--- config.mk ---
export PLATFORM = sky130hd
export DESIGN_NAME = seq_datapath
export DESIGN_NICKNAME = d
export VERILOG_FILES = /design/src/rtl/simon_pkg.sv /design/src/rtl/lfsr16.sv /design/src/rtl/seq_datapath.sv
export SDC_FILE = /design/constraint.sdc
export NUM_CORES = 1
export LEC_CHECK = 0
export BUFFER_PORTS_ARGS = -buffer_cell sky130_fd_sc_hd__buf_4
export CAP_MARGIN = 20
export CORE_MARGIN = 10
export CORE_UTILIZATION = 50
export CTS_BUF_LIST = sky130_fd_sc_hd__clkbuf_4 sky130_fd_sc_hd__clkbuf_8
export DETAILED_ROUTE_END_ITERATION = 16
export GPL_ROUTABILITY_DRIVEN = 0
export HOLD_SLACK_MARGIN = 0.05
export PLACE_DENSITY = 0.77
export SLEW_MARGIN = 30
export SYNTH_ARGS = -nofsm -noshare
export SYNTH_HDL_FRONTEND = slang
export SYNTH_SLANG_ARGS = --single-unit
--- constraint.sdc ---
create_clock -name clk -period 2.6 [get_ports clk]
set_input_delay 0.39 -clock clk [delete_from_list [all_inputs] [get_ports clk]]
set_output_delay 0.39 -clock clk [all_outputs]
set_load 0.01 [all_outputs]
--- src/rtl/simon_pkg.sv ---
// Shared types and constants for the colour-sequence datapath.
package simon_pkg;

  typedef logic [1:0] colour_t;

  localparam logic [15:0] LFSR_SEED     = 16'hACE1;
  localparam int          MAX_ROUND_DEF = 32;

  // Decoded strobe after priority resolution; only one acts per cycle.
  typedef enum logic [2:0] {
    CMD_NONE,
    CMD_ADD,
    CMD_PSTART,
    CMD_PULSE,
    CMD_CHECK,
    CMD_START,
    CMD_SEED,
    CMD_SPEED
  } cmd_t;

  function automatic logic [3:0] onehot(input colour_t c);
    return 4'b0001 << c;
  endfunction

endpackage

--- src/rtl/lfsr16.sv ---
// 16-bit Galois LFSR, taps 16,14,13,11, advancing every cycle.
module lfsr16
  import simon_pkg::*;
(
  input  logic        clk,
  input  logic        reset,
  input  logic        load,
  output logic [15:0] q
);

  always_ff @(posedge clk) begin
    if (reset || load)
      q <= LFSR_SEED;
    else
      q <= {1'b0, q[15:1]} ^ (q[0] ? 16'hB400 : 16'h0000);
  end

endmodule

--- src/rtl/seq_datapath.sv ---
// Colour-sequence store, playback timer and player checker.
// Optional: define SIMON_LFSR_EN to append LFSR-derived colours instead of 0,1,2,3,...
module seq_datapath
  import simon_pkg::*;
#(
  parameter int PULSE_BASE = 25_000_000,
  parameter int MAX_ROUND  = MAX_ROUND_DEF
) (
  input  logic       clk,
  input  logic       reset,
  input  logic       seed_rst,
  input  logic       start_rng,
  input  logic       add_clr,
  input  logic       inc_speed,
  input  logic       pulse_on,
  input  logic       player_start,
  input  logic       check_move,
  input  logic       fail_on,
  input  logic [3:0] player_input,
  output logic       pulse,
  output logic [5:0] check_round,
  output logic       result,
  output logic [5:0] current_round,
  output logic [3:0] led
);

  localparam int              AW    = (MAX_ROUND > 1) ? $clog2(MAX_ROUND) : 1;
  localparam int              TW    = $clog2(PULSE_BASE + 1);
  localparam logic [TW-1:0]   PB    = TW'(PULSE_BASE);
  localparam logic [5:0]      MAX_R = 6'(MAX_ROUND);

  cmd_t          cmd_p0;
  colour_t       mem [MAX_ROUND];
  colour_t       mem_rd;
  colour_t       new_colour;
  colour_t       exp_colour_p1;
  logic [5:0]    rd_ptr;
  logic [1:0]    speed;
  logic [TW-1:0] timer;
  logic [TW-1:0] period;
  logic          pulse_fire;
  logic [3:0]    led_r;

  // Stage p0: strobe priority resolution
  always_comb begin
    cmd_p0 = CMD_NONE;
    if      (add_clr)      cmd_p0 = CMD_ADD;
    else if (player_start) cmd_p0 = CMD_PSTART;
    else if (pulse_on)     cmd_p0 = CMD_PULSE;
    else if (check_move)   cmd_p0 = CMD_CHECK;
    else if (start_rng)    cmd_p0 = CMD_START;
    else if (seed_rst)     cmd_p0 = CMD_SEED;
    else if (inc_speed)    cmd_p0 = CMD_SPEED;
  end

`ifdef SIMON_LFSR_EN
  logic [15:0] lfsr_q;

  lfsr16 u_lfsr (
    .clk   (clk),
    .reset (reset),
    .load  (cmd_p0 == CMD_SEED),
    .q     (lfsr_q)
  );

  assign new_colour = lfsr_q[1:0];
`else
  assign new_colour = current_round[1:0];
`endif

  assign mem_rd     = mem[rd_ptr[AW-1:0]];
  assign period     = PB >> speed;
  assign pulse_fire = (timer >= period - TW'(1));

  // Sequence memory holds data only, so it is never reset.
  always_ff @(posedge clk) begin
    if (!reset && cmd_p0 == CMD_ADD && current_round < MAX_R)
      mem[current_round[AW-1:0]] <= new_colour;
  end

  // Display period timer; a pulse_on that wins priority restarts it.
  always_ff @(posedge clk) begin
    if (reset) begin
      timer <= '0;
      pulse <= 1'b0;
    end else if (cmd_p0 == CMD_PULSE) begin
      timer <= '0;
      pulse <= 1'b0;
    end else if (pulse_fire) begin
      timer <= '0;
      pulse <= 1'b1;
    end else begin
      timer <= timer + TW'(1);
      pulse <= 1'b0;
    end
  end

  // Stage p1: round counters, playback display and move check
  always_ff @(posedge clk) begin
    if (reset) begin
      current_round <= '0;
      check_round   <= '0;
      rd_ptr        <= '0;
      speed         <= '0;
      result        <= 1'b0;
      led_r         <= '0;
    end else begin
      if (pulse_fire)
        led_r <= '0;
      case (cmd_p0)
        CMD_ADD: begin
          if (current_round < MAX_R) begin
            current_round <= current_round + 6'd1;
            check_round   <= current_round + 6'd1;
          end else begin
            check_round   <= current_round;
          end
          rd_ptr <= '0;
        end
        CMD_PSTART: begin
          check_round <= current_round;
          rd_ptr      <= '0;
          led_r       <= '0;
        end
        CMD_PULSE: begin
          if (check_round != 6'd0) begin
            led_r       <= onehot(mem_rd);
            rd_ptr      <= rd_ptr + 6'd1;
            check_round <= check_round - 6'd1;
          end
        end
        CMD_CHECK: begin
          result <= (player_input == onehot(mem_rd));
          // Pointer only advances with a remaining move so it never leaves the written range.
          if (check_round != 6'd0) begin
            rd_ptr      <= rd_ptr + 6'd1;
            check_round <= check_round - 6'd1;
          end
        end
        CMD_START: begin
          current_round <= '0;
          check_round   <= '0;
          rd_ptr        <= '0;
          speed         <= '0;
          led_r         <= '0;
        end
        CMD_SPEED: begin
          if (speed != 2'd3)
            speed <= speed + 2'd1;
        end
        default: ;
      endcase
    end
  end

  // The expected colour is data: latched on every accepted check, no reset.
  always_ff @(posedge clk) begin
    if (cmd_p0 == CMD_CHECK)
      exp_colour_p1 <= mem_rd;
  end

  assign led = fail_on ? onehot(exp_colour_p1) : led_r;

endmodule

==> results by group, run 1 <==
Status
  • Run status: complete, but fails checks
  • Violated checks: negative setup slack

Floorplan
  • Die extent in x: ~130 microns
  • Die Area: 17000 sq um
  • Core area: 12000 sq um
  • Die height: roughly 130 microns
  • Starting density of the core: 50.8%
  • Ports: 32
  • Row cnt: 40

Routing
  • Remaining DRCs: 0
  • Routed len/inst: between 15 and 20 microns
  • Via count: ~4700
  • Post-route ant nets: 0
  • First-pass DRT Iterations: 5
  • Vias per inst: about 6
  • DRT iter0 DRCs: about 400
  • Total Wirelength: roughly 14 mm

Worst setup path
  • CP arrival: between 2 and 3 ns
  • CP required: between 2 and 3 ns
  • Worst Setup SP: speed[1]
  • R2R cell count: 12
  • WP depth: 12
  • Crit path buffers/inverters: 3
  • Worst setup EP type: register
  • Slowest stage delay, CP: about 0.38 ns
  • Critical-path top delay cell: dfxtp_4
  • Critical Path, Cell by Cell: inv_1 > ha_2 > buf_4 > ha_1 > a21o_1 > a21o_1 > a21oi_1 > o211ai_1 > a211oi_2 > buf_4 > nand3b_1 > o32ai_2
  • Crit path to: led_r[1]
  • RR Endpoint: led_r[1]
  • Critical R2R Launch: speed[1]
  • Crit path launch type: register
  • Critical path class: register to register
  • Crit path max-delay family: compound AO/OA/AOI/OAI gates
  • Crit Path Max Fanout: 6
  • Flop-to-flop setup slack: -0.03 ns

STA
  • Tmin final: 2.63 ns
  • Worst-margin pin slew: between 0.7 and 0.8 ns
  • Final setup viols: 4
  • PnR worst setup slack: -0.0302 ns
  • Skew final: ~0.011 ns
  • Post-route clock period utilization: 101%
  • Hold Vio Cnt, Final: 0
  • Max Transition Viols Final: 0
  • Setup TNS: -0.0428 ns
  • Fmax: between 0.3 and 0.4 GHz
  • Slew HR: ~52%

Synthesis
  • Post-Synth Adder-Cell Area: under 10%
  • Post-synthesis sequential area ratio: between 50% and 60%
  • Complex-gate fraction of the synthesized area: about a tenth
  • Mux cell area share after synthesis: under 10%
  • Mapped cell area: 6080 sq um
  • Area contributors post-synth: edfxtp_1 (33%), dfxtp_1 (18%), ha_1 (7.6%), nor2_1 (5.5%), mux4_2 (2.6%)
  • YS warnings: 0
  • #FFs+latches synth: roughly 120
  • Synth Area in XOR/XNOR: approximately 4.2%
  • Post-synth EDFFs: between 60 and 70
  • Main combinational cell family by area after synthesis: simple AND/OR/NAND/NOR gates
  • Yosys top cell by area: edfxtp_1
  • Post-synth top flop: edfxtp_1
  • Async SR Flop Fraction: 0%
  • Simple-gate portion of the synthesized area: 17.4%
  • Area share of the largest cell type after synthesis: around 33%
  • Mapped Avg Cell Area: around 11 sq um
  • Synth unique cells: 58
  • Post-synthesis cell count: 564

Clock network
  • TritonCTS clock tree: built
  • Maximum clock path buffer count: 2
  • Max H-tree Level: 4
  • CTS clk-pin slew, worst paths: 0.07 ns
  • Clk sink count: about 120
  • Post-CTS Setup Bufs: 0
  • Total CTS buffers: 17
  • Clk Latency, worst-skew pair: ~0.44 ns
  • CTS Root Buffer Type: clkbuf_8

Layout
  • Area growth syn-to-layout: 18.2%
  • Design area: around 7000 sq um
  • Most common cell after layout, fill and taps aside: nor2_1
  • Final #Nets: about 670
  • Commonest cells after routing, fill and taps aside: nor2_1 (88), edfxtp_1 (66), dfxtp_1 (52), buf_4 (52), nand2_1 (39)
  • Share of cells above drive strength 1: approximately a fifth
  • Fin cells: a little under 800
  • Post-route core utilization: approximately three fifths
  • # diodes: 0

Run
  • MaxCap Viol Count: 0

Power
  • Worst VDD drop: about 0.00038 V
  • Tot Pwr: 4190 uW
  • PwrDens: about 580 nW/um^2
  • Leak: ~0.0026 uW

Placement
  • Placed cell area: ~6600 sq um
  • DP HPWL: 9.76 mm
  • Placed cells: 750
  • Number of port buffers: 31

Worst hold path
  • Tightest Hold Check Type: primary input to register
  • Hold Path Stages: 3
  • Hold path startpoint: player_input[0]

Global routing
  • Largest net degree at the start of global routing: 41
  • First-pass GRT wire length: between 20 and 25 mm
  • Antenna violations before repair: 0
  • Gr usage total: 16.5%
  • Vias in the first global route: 4581
  • GR Overflow Total: 0
worst register-to-register path, cell delays in order (launching register included):
cell and delay, ns:
dfxtp_4 0.38, inv_1 0.08, ha_2 0.21, buf_4 0.14
ha_1 0.30, a21o_1 0.18, a21o_1 0.19, a21oi_1 0.18
o211ai_1 0.13, a211oi_2 0.31, buf_4 0.21, nand3b_1 0.10
o32ai_2 0.13
layout make-up:
type,instances,area (sq um)
Fill cell,895,4770
Sequential cell,121,3090
Multi-Input combinational cell,401,2920
Timing Repair Buffer,56,467
Clock buffer,20,263
Tap cell,147,184
Clock inverter,12,165
Inverter,26,103
flip-flops by register name (all words and copies together) (netlist names), named ones only:
name	flops
timer	25
check_round	6
rd_ptr	5
result	1
exp_colour_p1	2
mem	64
pulse	1
speed	2
current_round	6
led_r	4
per-layer routing:
| layer | track usage [%] | wire [microns] | up-vias |
|---|---|---|---|
| met1 | 21.0 | 6120 | 2253 |
| li1 | - | - | 2192 |
| met5 | 0 | 0 | - |
| met2 | 25.8 | 6710 | 205 |
| met3 | 4.71 | 1050 | 35 |
| met4 | 6.61 | 335 | 0 |
per-stage QoR:
step | hold WS (ns) | setup slack, ns
floorplan | 0.437 | 0.00559
global placement | 0.452 | 0.127
detailed placement | 0.465 | 0.0211
CTS | 0.267 | 0.000834
global route | 0.280 | -0.165
finish | 0.288 | -0.0302
worst min path at each step:
stage / endpoint / slack, ns
floorplan: timer[0] / 0.44
finish: result / 0.29
CTS: result / 0.27
detailed placement: timer[0] / 0.47
global route: result / 0.28
global placement: timer[0] / 0.45
report_power, final:
group	internal (uW)	switching [uW]
registers	2040	22.2
logic	134	202
clock network	1010	781
repair_timing:
| item | 4_1_cts | 5_1_grt |
|---|---|---|
| hold buffers | 0 | 0 |
| endpoints found under the hold margin | 0 | 0 |
| endpoints found under the setup margin | 0 | 31 |
| gates resized for setup | 0 | 26 |
Yosys cell counts, drive strengths merged (4+ instances only):
cell and count:
nor2 89, edfxtp 66, dfxtp 55, nand2 40, ha 37, inv 26, a21oi 22, nand3 21
xnor2 17, nor3 16, clkbuf 13, nand3b 13, o21ai 13, mux2i 12, mux4 12, xor2 12
a22oi 8, nand4 8, a21o 6, and3 6, o32ai 6, a211oi 5, nor3b 5, or3 5
a311oi 4, buf 4, nor2b 4
cells by family after synthesis:
group	after synthesis
compound gates	84
xor+xnor	29
fa+ha+maj	37
buf+inv	43
flops	121
mux	27
other cells	1
simple gates	222
No activity file was read; power rests on OpenSTA's default activity.
==> run 2: changes to the inputs <==
--- a/config.mk
+++ b/config.mk
@@ -13,7 +13,7 @@
 export DETAILED_ROUTE_END_ITERATION = 16
 export GPL_ROUTABILITY_DRIVEN = 0
 export HOLD_SLACK_MARGIN = 0.05
-export PLACE_DENSITY = 0.77
+export PLACE_DENSITY = 0.74
 export SLEW_MARGIN = 30
 export SYNTH_ARGS = -nofsm -noshare
 export SYNTH_HDL_FRONTEND = slang
==> constraint.sdc (replaced) <==
create_clock -name clk -period 2.9 [get_ports clk]
set_input_delay 0.435 -clock clk [delete_from_list [all_inputs] [get_ports clk]]
set_output_delay 0.435 -clock clk [all_outputs]
set_load 0.01 [all_outputs]
==> results by group, run 2 (same netlist as run 1, synthesis figures left out) <==
Run
  • MaxCap Viol Count: 0

Floorplan
  • Row cnt: 40
  • Die Area: ~17000 sq um
  • Starting density of the core: between 50 and 60%
  • Core area: 12000 sq um
  • Die extent in x: between 100 and 150 microns
  • Die height: 130 microns
  • Ports: 32

Layout
  • Share of cells above drive strength 1: 15.7%
  • Most common cell after layout, fill and taps aside: nor2_1
  • Final #Nets: between 600 and 700
  • Area growth syn-to-layout: 15.3%
  • Commonest cells after routing, fill and taps aside: nor2_1 (89), edfxtp_1 (66), dfxtp_1 (54)
  • Max reg flops: 64
  • Filler cells: just under 1000
  • # diodes: 0

Worst setup path
  • R2R cell count: 8
  • Critical-path top delay cell: mux4_1
  • Worst setup EP type: register
  • Crit path launch type: register
  • Flop-to-flop setup slack: approximately 0.21 ns
  • Slowest stage delay, CP: approximately 0.61 ns
  • Crit path max-delay family: multiplexers
  • Crit path buffers/inverters: 1
  • CP arrival: 3.04 ns
  • RR Endpoint: result
  • CP required: roughly 3.3 ns
  • Critical path class: register to register
  • Crit Path Max Fanout: 6
  • Critical Path, Cell by Cell: mux4_1 > mux2_2 > nand3b_1 > o2111a_2 > inv_4 > mux2i_1 > or4_1 > a311oi_2

Clock network
  • CTS clk-pin slew, worst paths: 0.07 ns
  • CTS Root Buffer Type: clkbuf_8
  • CTS Hold Bufs: 0
  • Clk Latency, worst-skew pair: ~0.43 ns
  • Post-CTS Setup Bufs: 0
  • Maximum clock path buffer count: 2
  • TritonCTS clock tree: built
  • Max H-tree Level: 4
  • Clk sink count: around 120
  • Total CTS buffers: 17

Worst hold path
  • Hold path startpoint: player_input[0]
  • Tightest Hold Check Type: primary input to register
  • Hold Path Stages: 3
  • Hold Path Sink: result

Status
  • Run status: complete, no violations

STA
  • Setup TNS: 0 ns
  • Max Transition Viols Final: 0
  • Fmax: around 0.37 GHz
  • RSZ-0062 raised after global routing: false
  • Hold Vio Cnt, Final: 0
  • Tmin final: between 2 and 3 ns
  • PnR worst setup slack: ~0.21 ns
  • Worst-margin pin slew: between 0.6 and 0.7 ns
  • Post-route clock period utilization: 92.9%
  • Final setup viols: 0
  • Skew final: 0.00899 ns
  • Slew HR: about three fifths

Global routing
  • Gr usage total: 16.1%
  • Vias in the first global route: approximately 4400
  • Antenna violations before repair: 0
  • GR Overflow Total: 0
  • First-pass GRT wire length: 21.5 mm
  • Largest net degree at the start of global routing: 39

Routing
  • Remaining DRCs: 0
  • Routed len/inst: between 15 and 20 microns
  • Via count: between 4000 and 5000
  • First-pass DRT Iterations: 5
  • Vias per inst: 5.79
  • Total Wirelength: 13.3 mm
  • DRT iter0 DRCs: between 300 and 400
  • Post-route ant nets: 0

Placement
  • Number of port buffers: 31
  • Pre-CTS setup slack: between 0.1 and 0.15 ns
  • DP HPWL: around 9.4 mm

Power
  • Worst VDD drop: about 0.00034 V
  • PwrDens: 551 nW/um^2
  • Leak: roughly 0.0026 uW
-- run 2: worst min-delay path: cells and delay by family --
family,cells,cell delay [ns]
compound gates,1,0.08
buf+inv,1,0.09
simple gates,1,0.11
-- run 2: final cells by class --
type / instances / area [sq um] / share of cell area [%]
Clock buffer: 18 / 241 / 3.44
Multi-Input combinational cell: 401 / 2820 / 40.3
Clock inverter: 14 / 219 / 3.12
Inverter: 26 / 100 / 1.43
Tap cell: 147 / 184 / 2.62
Sequential cell: 121 / 3080 / 44.0
Timing Repair Buffer: 46 / 358 / 5.10
-- run 2: where the power goes --
group / switching [uW] / total, uW / internal, uW
Sequential: 22.0 / 1850 / 1830
Clock: 692 / 1730 / 1040
Combinational: 172 / 282 / 110
-- run 2: metal layers --
metal	routed length (microns)	track usage, %	up-vias
li1	-	-	2161
met1	6230	20.9	2170
met2	6170	25.0	126
met3	622	4.58	22
met4	246	6.22	0
met5	0	0	-
-- run 2: how the worst max path moves through the flow --
stage,depth (start not counted),slack (ns),end
after CTS,13,0.10,timer[2]
after detailed placement,13,0.11,timer[23]
after global placement,13,0.27,timer[8]
final,8,0.21,result
after global routing,13,0.01,timer[8]
after floorplan,13,0.11,timer[10]
-- run 2: repair_timing --
item                                    4_1_cts  5_1_grt
endpoints found under the setup margin        0       26
hold endpoints to repair                      0        0
gates resized for setup                       0        3
-- run 2: through the flow --
step           instance area (sq um)  hold slack (ns)  util [%]  cells  power (uW)
2_1_floorplan                   6090            0.437         -    565        2060
3_3_place_gp                    6540            0.460      54.7    741        2160
3_5_place_dp                    6540            0.465      54.7    741        2170
4_1_cts                         7000            0.319      58.5    773        3890
5_1_grt                         7010            0.325      58.6    773        4000
6_report                        7010            0.340      58.6    773        3860
